[config.mk]
export PLATFORM = sky130hd
export DESIGN_NAME = countdown_game_ctrl_flat
export DESIGN_NICKNAME = d
export VERILOG_FILES = /design/src/rtl/countdown_game_pkg.sv /design/src/rtl/countdown_game_ctrl_if.sv /design/src/rtl/countdown_game_ctrl_ms_tick_gen.sv /design/src/rtl/countdown_game_ctrl.sv /design/src/flat_wrapper.sv
export SDC_FILE = /design/constraint.sdc
export NUM_CORES = 1
export LEC_CHECK = 0
export ABC_AREA = 1
export BUFFER_PORTS_ARGS = -buffer_cell sky130_fd_sc_hd__buf_2
export CELL_PAD_IN_SITES_DETAIL_PLACEMENT = 1
export CELL_PAD_IN_SITES_GLOBAL_PLACEMENT = 1
export CORE_ASPECT_RATIO = 0.5
export CORE_MARGIN = 4
export CORE_UTILIZATION = 43
export CTS_BUF_LIST = sky130_fd_sc_hd__clkbuf_4
export DETAILED_ROUTE_END_ITERATION = 6
export GPL_ROUTABILITY_DRIVEN = 0
export GPL_TIMING_DRIVEN = 0
export MAX_ROUTING_LAYER = met4
export PLACE_DENSITY_LB_ADDON = 0.1
export SKIP_LAST_GASP = 1
export SLEW_MARGIN = 0
export SYNTH_ARGS = -nofsm -noshare
export SYNTH_HDL_FRONTEND = slang
export SYNTH_SLANG_ARGS = --single-unit
[constraint.sdc]
create_clock -name CLK -period 3.5 [get_ports CLK]
set_input_delay 0.35 -clock CLK [delete_from_list [all_inputs] [get_ports CLK]]
set_output_delay 0.35 -clock CLK [all_outputs]
set_load 0.02 [all_outputs]
[src/rtl/countdown_game_pkg.sv]
// Shared types and default parameter values for the countdown reaction game.
package countdown_game_pkg;

  typedef enum logic [1:0] {
    IDLE = 2'd0,
    RUN  = 2'd1,
    DONE = 2'd2
  } gameState_e;

  localparam int DEF_CLK_PER_MS = 1000;
  localparam int DEF_STEP_MS    = 1000;
  localparam int DEF_STEPS      = 5;
  localparam int DEF_TARGET_MS  = 5000;
  localparam int DEF_TOL_MS     = 100;

  localparam int COUNT_W = 32;

endpackage

[src/rtl/countdown_game_ctrl_if.sv]
// Button inputs and display-side outputs of the countdown game controller.
interface countdown_game_ctrl_if;
  import countdown_game_pkg::*;

  logic               START;
  logic               STOP;
  logic [COUNT_W-1:0] COUNT1;
  logic [2:0]         COUNT_DOWN;
  logic [COUNT_W-1:0] ELAPSED;
  logic               RUNNING;
  logic               WIN;
  logic               LOSE;

  modport master (
    output START, STOP,
    input  COUNT1, COUNT_DOWN, ELAPSED, RUNNING, WIN, LOSE
  );

  modport slave (
    input  START, STOP,
    output COUNT1, COUNT_DOWN, ELAPSED, RUNNING, WIN, LOSE
  );

endinterface

[src/rtl/countdown_game_ctrl_ms_tick_gen.sv]
// Clock-to-millisecond prescaler: one-cycle tick every CLK_PER_MS cycles.
module ms_tick_gen
  import countdown_game_pkg::*;
#(
  parameter int CLK_PER_MS = DEF_CLK_PER_MS
) (
  input  logic CLK,
  input  logic RESET,
  input  logic clear,
  output logic tick
);

  localparam int PW = $clog2(CLK_PER_MS);

  logic [PW-1:0] presc_q, presc_d;

  assign tick = !clear && (presc_q == PW'(CLK_PER_MS - 1));

  // Next prescaler value: held at zero while cleared, wraps after the tick.
  always_comb begin
    presc_d = presc_q;
    if (clear || tick) begin
      presc_d = '0;
    end else begin
      presc_d = presc_q + 1'b1;
    end
  end

  // Prescaler register.
  always_ff @(posedge CLK) begin
    if (RESET) begin
      presc_q <= '0;
    end else begin
      presc_q <= presc_d;
    end
  end

endmodule

[src/rtl/countdown_game_ctrl.sv]
// Countdown reaction game sequencer: FSM, button edge detect, counters, judge.
module countdown_game_ctrl
  import countdown_game_pkg::*;
#(
  parameter int CLK_PER_MS = DEF_CLK_PER_MS,
  parameter int STEP_MS    = DEF_STEP_MS,
  parameter int STEPS      = DEF_STEPS,
  parameter int TARGET_MS  = DEF_TARGET_MS,
  parameter int TOL_MS     = DEF_TOL_MS
) (
  input  logic                 CLK,
  input  logic                 RESET,
  countdown_game_ctrl_if.slave bus
);

  localparam logic [COUNT_W-1:0] TIMEOUT_MS = COUNT_W'(TARGET_MS + TOL_MS + 1);
  localparam logic [COUNT_W:0]   WIN_LO     = (COUNT_W+1)'(TARGET_MS);
  localparam logic [COUNT_W:0]   WIN_HI     = (COUNT_W+1)'(TARGET_MS + TOL_MS);

  gameState_e         state_q, state_d;
  logic               startPrev_q, stopPrev_q;
  logic [COUNT_W-1:0] count1_q, count1_d;
  logic [COUNT_W-1:0] stepCnt_q, stepCnt_d;
  logic [2:0]         countDown_q, countDown_d;
  logic [COUNT_W-1:0] elapsed_q, elapsed_d;
  logic               win_q, win_d;
  logic               lose_q, lose_d;

  logic startEdge, stopEdge, tick, tickClear, withinTol;

  assign startEdge = bus.START && !startPrev_q;
  assign stopEdge  = bus.STOP && !stopPrev_q;
  assign tickClear = (state_q != RUN);

  // Two-sided tolerance window check: TARGET-TOL <= COUNT1 <= TARGET+TOL.
  assign withinTol = (({1'b0, count1_q} + (COUNT_W+1)'(TOL_MS)) >= WIN_LO) &&
                     ({1'b0, count1_q} <= WIN_HI);

  ms_tick_gen #(.CLK_PER_MS(CLK_PER_MS)) u_tick (
    .CLK   (CLK),
    .RESET (RESET),
    .clear (tickClear),
    .tick  (tick)
  );

  // Next-state and datapath: round start, millisecond counting, STOP judge, timeout.
  always_comb begin
    state_d     = state_q;
    count1_d    = count1_q;
    stepCnt_d   = stepCnt_q;
    countDown_d = countDown_q;
    elapsed_d   = elapsed_q;
    win_d       = win_q;
    lose_d      = lose_q;
    case (state_q)
      IDLE, DONE: begin
        if (startEdge) begin
          state_d     = RUN;
          count1_d    = '0;
          stepCnt_d   = '0;
          countDown_d = 3'(STEPS);
          elapsed_d   = '0;
          win_d       = 1'b0;
          lose_d      = 1'b0;
        end
      end
      RUN: begin
        if (stopEdge) begin
          state_d     = DONE;
          elapsed_d   = count1_q;
          win_d       = withinTol;
          lose_d      = !withinTol;
          countDown_d = 3'd0;
        end else if (tick) begin
          if ((count1_q + COUNT_W'(1)) == TIMEOUT_MS) begin
            state_d     = DONE;
            count1_d    = TIMEOUT_MS;
            elapsed_d   = TIMEOUT_MS;
            win_d       = 1'b0;
            lose_d      = 1'b1;
            countDown_d = 3'd0;
          end else begin
            count1_d = count1_q + COUNT_W'(1);
            if (stepCnt_q == COUNT_W'(STEP_MS - 1)) begin
              stepCnt_d = '0;
              if (countDown_q != 3'd0) begin
                countDown_d = countDown_q - 3'd1;
              end
            end else begin
              stepCnt_d = stepCnt_q + COUNT_W'(1);
            end
          end
        end
      end
      default: begin
        state_d = IDLE;
      end
    endcase
  end

  // State and counter registers; button copies reset high so a held button does not fire.
  always_ff @(posedge CLK) begin
    if (RESET) begin
      state_q     <= IDLE;
      startPrev_q <= 1'b1;
      stopPrev_q  <= 1'b1;
      count1_q    <= '0;
      stepCnt_q   <= '0;
      countDown_q <= 3'd0;
      elapsed_q   <= '0;
      win_q       <= 1'b0;
      lose_q      <= 1'b0;
    end else begin
      state_q     <= state_d;
      startPrev_q <= bus.START;
      stopPrev_q  <= bus.STOP;
      count1_q    <= count1_d;
      stepCnt_q   <= stepCnt_d;
      countDown_q <= countDown_d;
      elapsed_q   <= elapsed_d;
      win_q       <= win_d;
      lose_q      <= lose_d;
    end
  end

  assign bus.COUNT1     = count1_q;
  assign bus.COUNT_DOWN = countDown_q;
  assign bus.ELAPSED    = elapsed_q;
  assign bus.RUNNING    = (state_q == RUN);
  assign bus.WIN        = win_q;
  assign bus.LOSE       = lose_q;

endmodule

[src/flat_wrapper.sv]
// flat-port wrapper written by rule: the top's interface ports become plain ports
module countdown_game_ctrl_flat import countdown_game_pkg::*;
#(
  parameter int CLK_PER_MS = DEF_CLK_PER_MS,
  parameter int STEP_MS    = DEF_STEP_MS,
  parameter int STEPS      = DEF_STEPS,
  parameter int TARGET_MS  = DEF_TARGET_MS,
  parameter int TOL_MS     = DEF_TOL_MS
)
  (CLK, RESET, bus_START, bus_STOP, bus_COUNT1, bus_COUNT_DOWN, bus_ELAPSED, bus_RUNNING, bus_WIN, bus_LOSE);
  countdown_game_ctrl_if bus_i ();
  input  logic CLK;
  input  logic RESET;
  input wire logic [$bits(bus_i.START)-1:0] bus_START;
  input wire logic [$bits(bus_i.STOP)-1:0] bus_STOP;
  output wire logic [$bits(bus_i.COUNT1)-1:0] bus_COUNT1;
  output wire logic [$bits(bus_i.COUNT_DOWN)-1:0] bus_COUNT_DOWN;
  output wire logic [$bits(bus_i.ELAPSED)-1:0] bus_ELAPSED;
  output wire logic [$bits(bus_i.RUNNING)-1:0] bus_RUNNING;
  output wire logic [$bits(bus_i.WIN)-1:0] bus_WIN;
  output wire logic [$bits(bus_i.LOSE)-1:0] bus_LOSE;
  assign bus_i.START = bus_START;
  assign bus_i.STOP = bus_STOP;
  assign bus_COUNT1 = bus_i.COUNT1;
  assign bus_COUNT_DOWN = bus_i.COUNT_DOWN;
  assign bus_ELAPSED = bus_i.ELAPSED;
  assign bus_RUNNING = bus_i.RUNNING;
  assign bus_WIN = bus_i.WIN;
  assign bus_LOSE = bus_i.LOSE;
  countdown_game_ctrl #(.CLK_PER_MS(CLK_PER_MS), .STEP_MS(STEP_MS), .STEPS(STEPS), .TARGET_MS(TARGET_MS), .TOL_MS(TOL_MS)) u_core (.CLK(CLK), .RESET(RESET), .bus(bus_i));
endmodule
==> metrics.txt <==
outcome=complete, no violations; initial antenna violation count=0; worst slew pin tran=0.784 ns; vias in the first global route=8,879; Routed Antenna Nets=0; Worst path max stage delay=0.43 ns; Setup-failing EPs final=0; Core Area=17,600 um^2; clock network fraction of total power=40.4%; # IOs=74; Tcrit/Tclk final=93.5%; GR Util All Layers=29.6%; DIE WIDTH=198 um; CP Capture Type=register; most used flip-flop cell after synthesis=dfxtp_1; fillcell total=2,492; Slowest-stage cell, CP=dfxtp_4; switching power=879 uW; synth unique cells=42; Slew Limit Fails=0; Port Buffers=73; Power Density=302 nW/um^2; CP max FO=10; layout cells sized above 1=14.7%; number of synthesized flops with an enable pin=0; Routed WL=28,900 um; Via density=5.48; post-synthesis cell type with the largest combined area=dfxtp_1; RSZ-0062 raised after global routing=false; hpwl dp=22,600 um; DP Worst Slack=0.0995 ns; per-cell routed wire length=17.9 um; Reg power frac=50.5%; cell internal pwr=1.76 mW; Max Fclk=305 MHz; vias=8,827; Syn Inst Count=1,271; Max clock buf depth=2; Total Nets Final=1,378; # clock sinks=115; Root Buffer=clkbuf_4; PnR Total Power=2.64 mW; startpoint type of the worst setup path=register; worst path cell trace=ha_2 > nand2_1 > nor2_1 > buf_4 > nand2_4 > nand2_1 > nand2_1 > nor2_1 > nand2_1 > nor2_1 > nand3_1 > nor2_1 > nand3_2 > buf_6 > o21ai_4 > buf_6 > nand2_2 > a21oi_2; Area Growth Syn to Fin=12.4%; Fin Setup TNS=0 ns; Yosys Warn Count=0; antenna diode count=0; Synth Register Bits=115; critical path type=reg2reg; peak supply drop=194 uV; WP data arrival=3.78 ns; CP Data Required Time=4.00 ns; Clock Pin Slew Worst Setup and Hold Paths=0.13 ns; Hold Violations, Final=0; # DRC=0; Synth async-reset ratio=0%; Final Critical Period=3.27 ns; worst relative slew slack=47.5%; first-pass GRT wire length=46,400 um; FP Rows=34; CTS tree=done; worst skew pair latency=0.59 ns; initial core utilization=44.3%; H-tree levels=4; Sw Ratio=33.3%; share of the synthesized area in the top cell type=29.6%; Die Y=103 um; register area share after synthesis=29.6%; Synth area leaders=dfxtp_1 30%, nand2_1 20%, nor2_1 7.9%; drt first pass iters=5; Lkg Pwr=3.62 nW; Inserted Clock Buffers=17; DRT iter0 DRCs=572; Gate power share=9.0%; Syn Std Cell Area=7780 um^2; worst min-delay path category=in2reg; largest net degree at the start of global routing=17; Core Util, Final=49.8%; die area=20,400 um^2; Max-Cap Viols=0; PnR worst setup slack=0.226 ns; syn nets=1,284; Avg Cell Area, Syn=6.12 um^2; Worst Skew=0.0294 ns; total gr overflow=0
-- final cells by class --
class | instances | area, um^2 | share of cell area, %
multi-input combinational | 973 | 4730 | 54.1
sequential | 115 | 2310 | 26.4
inverter | 128 | 480 | 5.49
timing repair buffer | 75 | 385 | 4.40
tap | 234 | 293 | 3.35
buffer | 55 | 273 | 3.12
clock inverter | 14 | 143 | 1.63
clock buffer | 18 | 135 | 1.54
-- worst paths after layout --
| path | startpoint | to | slack [ns] | cells past startpoint |
|---|---|---|---|---|
| setup / recovery | u_core.bus.COUNT1[2] | u_core.stepCnt_q[22] | 0.23 | 18 |
| hold / removal | RESET | u_core.stepCnt_q[6] | 0.22 | 4 |
| setup reg to reg | u_core.bus.COUNT1[2] | u_core.stepCnt_q[22] | 0.23 | 18 |
| hold reg to reg | u_core.u_tick.presc_q[0] | u_core.u_tick.presc_q[0] | 0.46 | 1 |
-- critical path: cells and delay by family, from the launching register on --
kind	cells	cell delay [ns]
DFF	1	0.43
AOI/OAI and AO/OA	2	0.40
buffers and inverters	3	0.67
adders and majority gates	1	0.24
and+or+nand+nor	12	1.47
-- flip-flops by register name, indices dropped and copies added (netlist names) --
register	count
u_core.state_q	2
u_core.u_tick.presc_q	10
u_core.bus.WIN	1
u_core.bus.LOSE	1
u_core.stopPrev_q	1
u_core.startPrev_q	1
u_core.bus.ELAPSED	32
u_core.bus.COUNT_DOWN	3
u_core.bus.COUNT1	32
u_core.stepCnt_q	32
-- synthesized netlist by cell type, drive strengths merged (9+ instances only) --
library cell  count
xor2             38
nand4            56
clkbuf           29
nor2            181
dfxtp           115
buf              26
nor3             29
nand3            67
a21oi            97
nand2           433
o21ai            21
ha                9
nor4             16
inv             126
-- power by group through the flow --
stage,Combinational [mW],Clock [mW],Sequential [mW]
global placement,0.225,0,1.37
global route,0.262,1.15,1.34
CTS,0.237,1.07,1.34
finish,0.239,1.07,1.34
floorplan,0.145,0,1.37
detailed placement,0.233,0,1.37
-- timing repair --
action                                  4_1_cts  5_1_grt
gates resized for setup                       0        8
endpoints found under the setup margin        0       68
endpoints found under the hold margin         2        0
hold buffers                                  2        0
setup buffers                                 0        0
-- metrics by stage --
step           instances  hold slack (ns)  area (um^2)
6_report            1612            0.223         8750
5_1_grt             1612            0.222         8750
4_1_cts             1612            0.198         8740
3_5_place_dp        1578            0.444         8440
3_3_place_gp        1578            0.429         8440
2_1_floorplan       1271            0.418         7780
-- cells by family (layout without fill, tap and decap cells) --
kind of cell / after synthesis / count (layout) / share of synthesized area, %
simple gates: 794 / 794 / 45.3
buf+inv: 183 / 290 / 9.68
compound gates: 127 / 127 / 9.08
flops: 115 / 115 / 29.6
xor+xnor: 43 / 43 / 4.94
fa+ha+maj: 9 / 9 / 1.45
-- routing by layer --
metal  wire length [um]  track usage (%)  up-vias  part of all wire [%]
met2              13700             50.5      252                    47
li1                   -                -     4260                     -
met4                709             8.78        0                   2.5
met5                  0                -        -                     0
met3               1480             4.28       61                   5.1
met1              13100             37.0     4254                    45
-- cells in the final DEF, fill, tap and decap left out, types with 3 or more instances in the layout --
cell type,instances
nor2_1,164
inv_6,8
buf_4,4
nand2_2,22
nand2_4,4
nor3b_1,4
nor3_1,28
xor2_1,37
nor2_4,7
a21oi_2,10
clkbuf_4,18
nand2_1,407
a211oi_1,3
xnor2_1,5
nand4_1,56
clkinvlp_4,3
nand3b_1,4
dfxtp_2,3
a21oi_1,87
o21ai_0,17
dfxtp_1,111
inv_1,119
nor2_2,8
nor4_1,16
nand3_1,65
clkbuf_1,29
ha_1,8
inv_2,8
buf_2,90
buf_6,4
o21ai_1,3
(Power assumes the default switching activity.)
